$ cat config.mk
export PLATFORM = sky130hd
export DESIGN_NAME = disp_row_scanner_flat
export DESIGN_NICKNAME = d
export VERILOG_FILES = /design/src/rtl/disp_pkg.sv /design/src/rtl/disp_row_scanner_if.sv /design/src/rtl/disp_row_scanner.sv /design/src/flat_wrapper.sv
export SDC_FILE = /design/constraint.sdc
export NUM_CORES = 1
export LEC_CHECK = 0
export ABC_CLOCK_PERIOD_IN_PS = 2000
export CORE_MARGIN = 1
export CORE_UTILIZATION = 30
export DETAILED_ROUTE_END_ITERATION = 8
export MAX_ROUTING_LAYER = met4
export SLEW_MARGIN = 20
export SYNTH_ARGS = -nofsm -noshare
export SYNTH_HDL_FRONTEND = slang
export SYNTH_SLANG_ARGS = --single-unit
export TNS_END_PERCENT = 1
$ cat constraint.sdc
create_clock -name clk -period 2 [get_ports clk]
set_input_delay 0.2 -clock clk [delete_from_list [all_inputs] [get_ports clk]]
set_output_delay 0.2 -clock clk [all_outputs]
set_load 0.005 [all_outputs]
$ cat src/rtl/disp_pkg.sv
// Display geometry shared by the memory, the row scanner and the row driver,
// plus the scanner state encoding and the {row, col} address helper.
package disp_pkg;

   localparam int ROWS   = 32;
   localparam int COLS   = 32;
   localparam int ADDR_W = 10;
   localparam int ROW_W  = $clog2(ROWS);
   localparam int COL_W  = $clog2(COLS);
   localparam int DEPTH  = 1 << ADDR_W;

   typedef enum logic [2:0] {
      IDLE,
      FETCH,
      DRAIN,
      PRESENT,
      DONE
   } scan_state_t;

   // Row and column fields are concatenated; any spare upper address bits stay zero.
   function automatic logic [ADDR_W-1:0] pix_addr(input logic [ROW_W-1:0] r,
                                                 input logic [COL_W-1:0] c);
      logic [ADDR_W-1:0] a;
      a = '0;
      a[ROW_W+COL_W-1:0] = {r, c};
      return a;
   endfunction

endpackage

$ cat src/rtl/disp_row_scanner_if.sv
// Packed-row handshake between the row scanner (master) and the LED row driver (slave).
interface disp_row_scanner_if;
   import disp_pkg::*;

   logic [COLS-1:0]  row_data;
   logic [ROW_W-1:0] row_idx;
   logic             row_valid;
   logic             row_ready;

   modport master (
      output row_data,
      output row_idx,
      output row_valid,
      input  row_ready
   );

   modport slave (
      input  row_data,
      input  row_idx,
      input  row_valid,
      output row_ready
   );

endinterface

$ cat src/rtl/disp_row_scanner.sv
// Sweeps the display memory row by row, packs each row into one word and offers it
// on a valid/ready handshake; COLS+2 cycles per row when unstalled, fetch halts while a row waits.
module disp_row_scanner
   import disp_pkg::*;
(
   input  logic                      clk,
   input  logic                      reset,
   input  logic                      start,
   output logic                      busy,
   output logic [ADDR_W-1:0]         mem_addr,
   input  logic                      mem_d,
   disp_row_scanner_if.master        rbus,
   output logic                      frame_done
);

   scan_state_t      state;
   logic [ROW_W-1:0] row;
   logic [COL_W-1:0] col;
   logic [COLS-1:0]  shreg;
   logic             valid;

   assign rbus.row_data  = shreg;
   assign rbus.row_idx   = row;
   assign rbus.row_valid = valid;

   always_ff @(posedge clk or posedge reset) begin
      if (reset) begin
         state      <= IDLE;
         busy       <= 1'b0;
         mem_addr   <= '0;
         row        <= '0;
         col        <= '0;
         shreg      <= '0;
         valid      <= 1'b0;
         frame_done <= 1'b0;
      end else begin
         case (state)
            IDLE: begin
               frame_done <= 1'b0;
               if (start) begin
                  state    <= FETCH;
                  busy     <= 1'b1;
                  row      <= '0;
                  col      <= '0;
                  mem_addr <= '0;
               end
            end

            FETCH: begin
               // Read data lags its address by one cycle, so this edge lands column col-1.
               if (col != '0) begin
                  shreg[col - 1'b1] <= mem_d;
               end
               if (col == COL_W'(COLS - 1)) begin
                  state <= DRAIN;
               end else begin
                  col      <= col + 1'b1;
                  mem_addr <= pix_addr(row, col + 1'b1);
               end
            end

            DRAIN: begin
               shreg[COLS-1] <= mem_d;
               valid         <= 1'b1;
               state         <= PRESENT;
            end

            PRESENT: begin
               if (rbus.row_ready) begin
                  valid <= 1'b0;
                  if (row == ROW_W'(ROWS - 1)) begin
                     state      <= DONE;
                     busy       <= 1'b0;
                     frame_done <= 1'b1;
                     mem_addr   <= '0;
                  end else begin
                     state    <= FETCH;
                     row      <= row + 1'b1;
                     col      <= '0;
                     mem_addr <= pix_addr(row + 1'b1, '0);
                  end
               end
            end

            DONE: begin
               frame_done <= 1'b0;
               state      <= IDLE;
            end

            default: begin
               state <= IDLE;
            end
         endcase
      end
   end

endmodule
$ cat src/flat_wrapper.sv
// flat-port wrapper written by rule: the top's interface ports become plain ports
module disp_row_scanner_flat import disp_pkg::*;
  (clk, reset, start, busy, mem_addr, mem_d, frame_done, rbus_row_data, rbus_row_idx, rbus_row_valid, rbus_row_ready);
  disp_row_scanner_if rbus_i ();
  input  logic clk;
  input  logic reset;
  input  logic start;
  output logic busy;
  output logic [ADDR_W-1:0] mem_addr;
  input  logic mem_d;
  output logic frame_done;
  output wire logic [$bits(rbus_i.row_data)-1:0] rbus_row_data;
  output wire logic [$bits(rbus_i.row_idx)-1:0] rbus_row_idx;
  output wire logic [$bits(rbus_i.row_valid)-1:0] rbus_row_valid;
  input wire logic [$bits(rbus_i.row_ready)-1:0] rbus_row_ready;
  assign rbus_row_data = rbus_i.row_data;
  assign rbus_row_idx = rbus_i.row_idx;
  assign rbus_row_valid = rbus_i.row_valid;
  assign rbus_i.row_ready = rbus_row_ready;
  disp_row_scanner u_core (.clk(clk), .reset(reset), .start(start), .busy(busy), .mem_addr(mem_addr), .mem_d(mem_d), .rbus(rbus_i), .frame_done(frame_done));
endmodule
Word level (Yosys, flattened, before mapping)
Index checks and enable logic that the tools add are counted.

cells by class
  add/subtract/negate cells = 3
  $mul = 0
  div/mod/pow operators = 0
  magnitude comparators = 2
  equal/unequal tests = 13
  shift-type cells = 0
  muxes and demuxes = 32
  bitwise operators = 0
  reduce and logical (&&, ||, !) cells = 18

operators with widths
  cell                                                                   number
  10-bit two-way mux                                                     4
  32-bit bitwise mux                                                     1
  32-bit two-way mux                                                     1
  5-bit two-way mux                                                      6
  10-bit case mux with 3 select lines                                    1
  5-bit case mux with 3 select lines                                     1
  3-bit two-way mux                                                      4
  3-bit case mux with 4 select lines                                     1
  4-bit AND reduction                                                    3
  5-bit by 1-bit adder with 5-bit output, second input constant          2
  5-bit equality test, second input constant                             2
  5-bit case mux with 2 select lines                                     1
  2-bit != test, second input constant                                   4
  1-bit case mux with 2 select lines                                     4
  2-bit nonzero test                                                     4
  1-bit two-way mux                                                      7
  3-bit by 2-bit equality test with 1-bit output, second input constant  2
  5-bit by 6-bit < comparator with 1-bit output, second input constant   1
  2-bit by 1-bit != test with 1-bit output, second input constant        3
  2-bit AND reduction                                                    3
  3-bit AND reduction                                                    2
  1-bit demux with 5-bit select                                          1
  5-bit by 1-bit >= comparator with 1-bit output, second input constant  1
  5-bit AND reduction                                                    1
  other kinds (8)                                                        8

word-level totals
  register bits = 58
  bits in latches = 0
  memory bits (writable) = 0
  ROM bits = 0
  output and inout port bits = 50
  word-level logic and storage cells = 77
  memories = 0

Longest topological paths before layout
Gate-level depths: netlist of run 1.

  depth after elaboration = 8
  mapped depth = 8
  depth with buffers taken out = 7

Worst setup path after synthesis of run 1
No wires, ideal clock.

  kind = reg2reg
  start = register u_core.col[0]
  end = register u_core.shreg[31] (netlist: u_core.rbus.row_data[31])
  arrival time = 1.872 ns
  required time = 1.875 ns
  slack = 0.003 ns
  cell stages (with the launch flop) = 8
  path buffers = 1
  period minus slack after synthesis = 1.997 ns
  cell sequence = dfrtp_1 inv_1 ha_1 buf_2 nor2b_1 a21oi_2 o32ai_1 mux2_2

on the way
  cells in the longest elaborated chain, start to end = 8
  elaborated cells on any way between the ends = 12

RTL lines
  element                                                                                                                                RTL line                text
  start: declaration                                                                                                                     disp_row_scanner.sv:18  logic [COL_W-1:0] col;
  start signal: assignment                                                                                                               disp_row_scanner.sv:57  col <= col + 1'b1;
  5-bit by 1-bit subtractor with 5-bit output                                                                                            disp_row_scanner.sv:52  shreg[col - 1'b1] <= mem_d;
  5-bit by 6-bit < comparator with 1-bit output (implied by the code) or 5-bit by 1-bit >= comparator with 1-bit output (tied branches)  disp_row_scanner.sv:52
  1-bit logical AND (implied by the code)                                                                                                disp_row_scanner.sv:52
  1-bit two-way mux (implied by the code)                                                                                                disp_row_scanner.sv:52
  1-bit demux with 5-bit select                                                                                                          -
  32-bit bitwise mux                                                                                                                     disp_row_scanner.sv:52
  32-bit two-way mux                                                                                                                     disp_row_scanner.sv:51  if (col != '0) begin
  1-bit case mux with 2 select lines                                                                                                     disp_row_scanner.sv:37  case (state)
  end signal: indexed assignment                                                                                                         disp_row_scanner.sv:52
  end signal: indexed assignment                                                                                                         disp_row_scanner.sv:63  shreg[COLS-1] <= mem_d;
  end: declaration                                                                                                                       disp_row_scanner.sv:19  logic [COLS-1:0] shreg;

Parallel ways exist; a longest one is shown, timed or not. The select of a mux whose other input is x is not followed.
A chain may end at the register's enable or synchronous reset.

Worst setup path after layout of run 1
  start = register u_core.col[1]
  end = register u_core.shreg[11] (netlist: u_core.rbus.row_data[11])

on the way
  cells in the longest elaborated chain, start to end = 6
  elaborated cells on any way between the ends = 9

RTL lines
  element                                                                                                                                RTL line
  5-bit by 1-bit subtractor with 5-bit output                                                                                            disp_row_scanner.sv:52
  5-bit by 6-bit < comparator with 1-bit output (implied by the code) or 5-bit by 1-bit >= comparator with 1-bit output (tied branches)  disp_row_scanner.sv:52
  1-bit logical AND (implied by the code)                                                                                                disp_row_scanner.sv:52
  1-bit two-way mux (implied by the code)                                                                                                disp_row_scanner.sv:52
  1-bit demux with 5-bit select                                                                                                          -
  32-bit bitwise mux                                                                                                                     disp_row_scanner.sv:52

Parallel ways exist; a longest one is shown, timed or not.

==> metrics.md, run 1 <==
| Metric | Value |
|---|---|
| Total GRT Usage | `16.6%` |
| Synthesis Warnings | `0` |
| Crit path kind | `reg2reg` |
| Layout cells sized above 1 | `28.1%` |
| Area Overhead vs Synth | `42.1%` |
| Yosys cell types | `54` |
| Primary FF master, synth | `dfrtp_1` |
| Die area | `10600 um^2` |
| Clock sink count | `58` |
| CTS Hold Buffers Added | `0` |
| Setup crit start kind | `flip-flop` |
| Top cells by count, synth | `dfrtp_1, mux2_2, o21ai_0` |
| Top area cells in the synthesized netlist | `dfrtp_1, mux2_2, ha_1, o21ai_0, nand2_1` |
| Post-synth EDFFs | `0` |
| Yosys top cell area share | `47.7%` |
| Worst setup EP type | `flip-flop` |
| Vias in the first global route | `2555` |
| MaxCap Viol Count | `0` |
| DRC violations left | `0` |
| Syn Std Cell Area | `3050 um^2` |
| I/O Pins | `55` |
| Async SR Flop Fraction | `100%` |
| Post-route ant nets | `0` |
| RSZ-0062 raised after global routing | `true` |
| Register area share after synthesis | `47.7%` |
| CTS root buf | `clkbuf_8` |
| Period utilization | `98.1%` |
| Die Span Y | `103 um` |
| Worst EP required | `2.26 ns` |
| Syn Area/Cell | `10.5 um^2` |
| Clk buf depth | `2` |
| Max IR drop VDD | `0.466 mV` |
| # setup viols final | `0` |
| LEAKAGE | `1.82 nW` |
| Routed len/inst | `15.6 um` |
| Worst-Margin Slew | `0.468 ns` |
| Worst skew pair latency | `0.34 ns` |
| Status | `finished clean` |
| Worst Path Max Fanout | `7` |
| Synth Register Bits | `58` |
| Largest net degree at the start of global routing | `59` |
| Num CTS Buffers | `9` |
| Setup Skew | `0.00892 ns` |
| Max-slew violation count | `0` |
| Buffers on Ports | `54` |
| TritonCTS clock tree | `built` |
| Syn Nets | `303` |
| Cell taking the most area after synthesis | `dfrtp_1` |
| Max Fclk | `509 MHz` |
| Hold crit path type | `in2async` |
| Hold Fails Final Rpt | `0` |
| Core area | `9820 um^2` |
| Relative slew slack | `68.7%` |
| Most frequent cell after synthesis | `dfrtp_1` |
| Number of H-tree levels | `3` |
| # diodes | `0` |
| GP Congestion | `0.967` |
| Final instance area | `4330 um^2` |
| DRT Pass-1 Iters | `6` |
| Total number of vias | `2634` |
| Post-Synthesis Cells | `289` |
| Vias per cell | `5.09` |
| Initial Util | `31.0%` |
| Initial antenna violation count | `0` |
| Initial DRC Count | `165` |
| Post-DP HPWL | `5.58 mm` |
| Reg clk slew, reported paths | `0.07 ns` |
| Total routed wirelength | `8.07 mm` |
| Tmin final | `1.96 ns` |
| GR Overflow Total | `0` |
| Row count | `36` |
| Pwr dens | `1590 nW/um^2` |
| Nets@finish | `393` |
| Arrival @ worst endpoint | `2.22 ns` |
| Setup ws final | `0.0372 ns` |
| Die Wd | `103 um` |
| WHS | `0.225 ns` |
| Setup TNS | `0 ns` |
| Dpl ws | `-0.0886 ns` |
| Fill count | `968` |
| Placed cell areas | `3960 um^2` |
| First-pass GRT wire length | `12.9 mm` |
-- power by group --
group	internal [W]	leakage (nW)	total [W]	switching, W
clock network	0.000561	0.102	0.00104	0.000480
registers	0.00169	0.724	0.00208	0.000398
logic	0.00206	0.996	0.00375	0.00170
-- flip-flops by register name, indices dropped and copies added, names as in the netlist --
register               flops
u_core.rbus.row_data      32
u_core.mem_addr           10
u_core.col                 5
u_core.rbus.row_idx        5
u_core.state               3
u_core.busy                1
u_core.frame_done          1
u_core.rbus.row_valid      1
-- layout by cell type, fill, tap and decap left out, types with 5 or more instances in the layout --
master,synthesis,routed
o21ai_0,21,20
a21oi_1,9,8
clkbuf_8,0,9
a21o_1,5,5
nor2_1,13,13
nand3_1,11,11
dfrtp_1,58,58
buf_4,1,36
inv_1,15,14
mux2_2,21,21
ha_1,9,6
nand2_1,20,20
clkinv_2,0,6
o22ai_1,5,5
clkdlybuf4s50_1,0,54
nor3_1,9,8
-- cells by family after synthesis --
kind of cell	after synthesis	synth area share (%)
adder cells (fa/ha/maj)	9	3.70
XOR/XNOR	3	0.863
AND/OR/NAND/NOR	90	17.8
multiplexers	23	8.42
AO/OA/AOI/OAI	79	17.7
buffers and inverters	27	3.82
flip-flops	58	47.7
-- what timing repair did --
item,4_1_cts,5_1_grt
setup endpoints to repair,23,36
pin swaps,0,4
setup buffers,0,3
resized for setup,5,23
-- path summary, 6_finish.rpt --
path | from | end | slack (ns) | cells after the start
worst max-delay path | u_core.col[1] | u_core.rbus.row_data[11] | 0.04 | 6
worst min-delay path | reset | u_core.mem_addr[5] | 0.23 | 3
worst max register to register | u_core.col[1] | u_core.rbus.row_data[11] | 0.04 | 6
worst min register to register | u_core.mem_addr[5] | u_core.mem_addr[5] | 0.48 | 2
max in group asynchronous | reset | u_core.rbus.row_data[18] | 1.50 | 3
min in group clk | u_core.mem_addr[5] | u_core.mem_addr[5] | 0.48 | 2
-- critical path: stages (launching register included) --
cell	delay (ns)
dfrtp_1	0.43
buf_4	0.15
buf_4	0.15
or3_4	0.40
a211o_4	0.37
a21o_1	0.20
o22ai_1	0.17
-- routing by layer --
metal	part of all wire (%)	GRT usage, %	vias to the layer above
li1	-	-	1252
met1	48	22.9	1307
met2	47	24.1	65
met3	3.9	3.39	10
met4	1.4	6.28	0
met5	0	-	-
-- metrics by stage --
stage / instances / total power (W) / util (%)
4_1_cts: 514 / 0.00662 / 42.5
2_1_floorplan: 289 / 0.00378 / -
6_report: 517 / 0.00688 / 44.1
3_3_place_gp: 498 / 0.00549 / 40.3
3_5_place_dp: 498 / 0.00553 / 40.3
5_1_grt: 517 / 0.00738 / 44.1
-- final cells by class --
| cell class | count | area (um^2) | share of cell area [%] |
|---|---|---|---|
| Clock buffer | 9 | 124 | 2.86 |
| Inverter | 15 | 56.3 | 1.30 |
| Timing Repair Buffer | 91 | 831 | 19.2 |
| Sequential cell | 58 | 1450 | 33.5 |
| Tap cell | 133 | 166 | 3.85 |
| Multi-Input combinational cell | 204 | 1640 | 37.9 |
| Clock inverter | 7 | 60.1 | 1.39 |
Note: power is estimated with default switching activity, not from simulation.
==> run 2, diff against run 1 <==
--- a/config.mk
+++ b/config.mk
@@ -8,6 +8,7 @@
 export ABC_CLOCK_PERIOD_IN_PS = 2000
 export CORE_MARGIN = 1
 export CORE_UTILIZATION = 30
+export CTS_CLUSTER_DIAMETER = 30
 export DETAILED_ROUTE_END_ITERATION = 8
 export MAX_ROUTING_LAYER = met4
 export SLEW_MARGIN = 20
==> results of run 2 <==
Same layout as run 1: the final DEF is identical, and so are final timing and power.
==> patch: new RTL, settings of run 2 <==
Re-encode `scan_state_t` (5 states) as Gray code, 3 bits wide.
--- a/src/rtl/disp_pkg.sv
+++ b/src/rtl/disp_pkg.sv
@@ -10,11 +10,11 @@
    localparam int DEPTH  = 1 << ADDR_W;
 
    typedef enum logic [2:0] {
-      IDLE,
-      FETCH,
-      DRAIN,
-      PRESENT,
-      DONE
+      IDLE    = 3'b000,
+      FETCH   = 3'b001,
+      DRAIN   = 3'b011,
+      PRESENT = 3'b010,
+      DONE    = 3'b110
    } scan_state_t;
 
    // Row and column fields are concatenated; any spare upper address bits stay zero.
Function: no difference found for any inputs over 10 cycles, from zero or initial values and one cycle with reset high; not proved beyond that.
==> patch against run 2 <==
- sequential cell count is the same
- utilization grew 0.95 points
- total power shrank 7.5%
- setup slack lost 0.019 ns
- area after synthesis shrank 5.7%
- routed wire length shrank 6.5%
- hold slack gained 0.029 ns
- cell area shrank 3.9%
- critical endpoint is now u_core.col[2]$_DFFE_PP0P_
==> patch: results (changes against run 2) <==
stage;metric;value;unit;change
outcome;status;completed;;
cells_and_area;Final Non-Filler Cells;509;;-1.5%
placement;dpl cells;488;;-2.0%
cells_and_area;layout cells sized above 1;23.16;%;-5.0 points
yosys;Syn Nets;298;;-1.7%
power_and_ir_drop;seq pwr;1790;uW;-14%
power_and_ir_drop;logic gate share of total power;49.1;%;-5.5 points
grt;met3 Use GR;4.318;%;+0.93 points
worst_setup_path;FF-to-FF Start;u_core.col[0]$_DFFE_PP0P_;;
yosys;Seq/Total Area, Yosys;50.54;%;+2.9 points
grt;met2 GRT Util;27.11;%;+3.0 points
placement;Placer Congestion;0.8929;;-7.7%
yosys;Synth area leaders;dfrtp_1, o21ai_0, ha_1;;
worst_setup_path;Crit Path Max Fanout;5;;-2
power_and_ir_drop;NetSw;2278;uW;-11%
yosys;count of mapped cells out of synthesis;284;;-1.7%
worst_setup_path;Slowest-stage cell, CP;dfrtp_2;;
worst_setup_path;max incr delay on CP;0.41;ns;-0.02 ns
grt;first-pass GRT wire length;12.47;mm;-3.4%
grt;gr usage total;16.47;%;-0.17 points
grt;vias in the first global route;2504;;-2.0%
worst_setup_path;R2R depth;8;;+2
grt;met1 Usage GRT;20.04;%;-2.8 points
power_and_ir_drop;Lkg Pwr;0.001721;uW;-5.5%
drt;vias per cell;4.996;;-1.9%
placement;Setup WS pre-CTS;-0.1178;ns;-0.02919 ns
cells_and_area;Layout Nets;389;;-1.0%
drt;First-pass DRT Iterations;4;;-2
clock_tree;H-Tree Depth;3;;unchanged
timing;Max Clock Skew;0.006720;ns;-0.002197 ns
yosys;library cells used by synthesis;42;;-22%
placement;Final HPWL DP;5.346;mm;-4.2%
## patch: cell types whose count changed after synthesis, sizes merged, moves of 5 or more
cell and change:
clkbuf +5, inv -6, mux2 -14, o21ai +30
o22ai -5, o31ai +12
## patch: timing repair
item	CTS	global route
endpoints found under the setup margin	18	33
pin swaps	2	3
gates resized for setup	4	15
buffers inserted	1	4
## patch: logic make-up after synthesis
group / Yosys count / share of synthesized area (%)
AO/OA/AOI/OAI: 103 / 22.66
XOR/XNOR: 3 / 0.9152
adder cells (fa/ha/maj): 9 / 3.922
buffers and inverters: 23 / 3.878
flip-flops: 58 / 50.54
multiplexers: 9 / 3.442
AND/OR/NAND/NOR: 79 / 14.64
## patch: stage by stage
| step | total power (uW) | setup TNS (ns) | area, um^2 | hold WS, ns |
|---|---|---|---|---|
| after floorplan | 3346 | -0.6294 | 2898 | 0.3360 |
| after global placement | 4670 | -0.02609 | 3792 | 0.4655 |
| after detailed placement | 4724 | -0.7187 | 3792 | 0.4746 |
| after CTS | 6265 | -0.02699 | 4079 | 0.2627 |
| after global routing | 6801 | -0.1649 | 4159 | 0.3034 |
| final | 6361 | 0 | 4159 | 0.2545 |
## patch: worst register-to-register path, stage by stage, from the launching register on
cell,delay [ns]
dfrtp_2,0.41
buf_4,0.14
ha_1,0.20
and3_1,0.18
ha_1,0.20
nor2_1,0.11
o21bai_1,0.09
o21bai_2,0.24
a221o_1,0.30
## patch: layout make-up
type                            instances  area (um^2)
Fill cell                             910         5081
Sequential cell                        58         1453
Multi-Input combinational cell        203         1396
Timing Repair Buffer                   93        845.8
Tap cell                              129        161.4
Clock inverter                          7        141.4
Clock buffer                            9        123.9
Inverter                               10        37.54
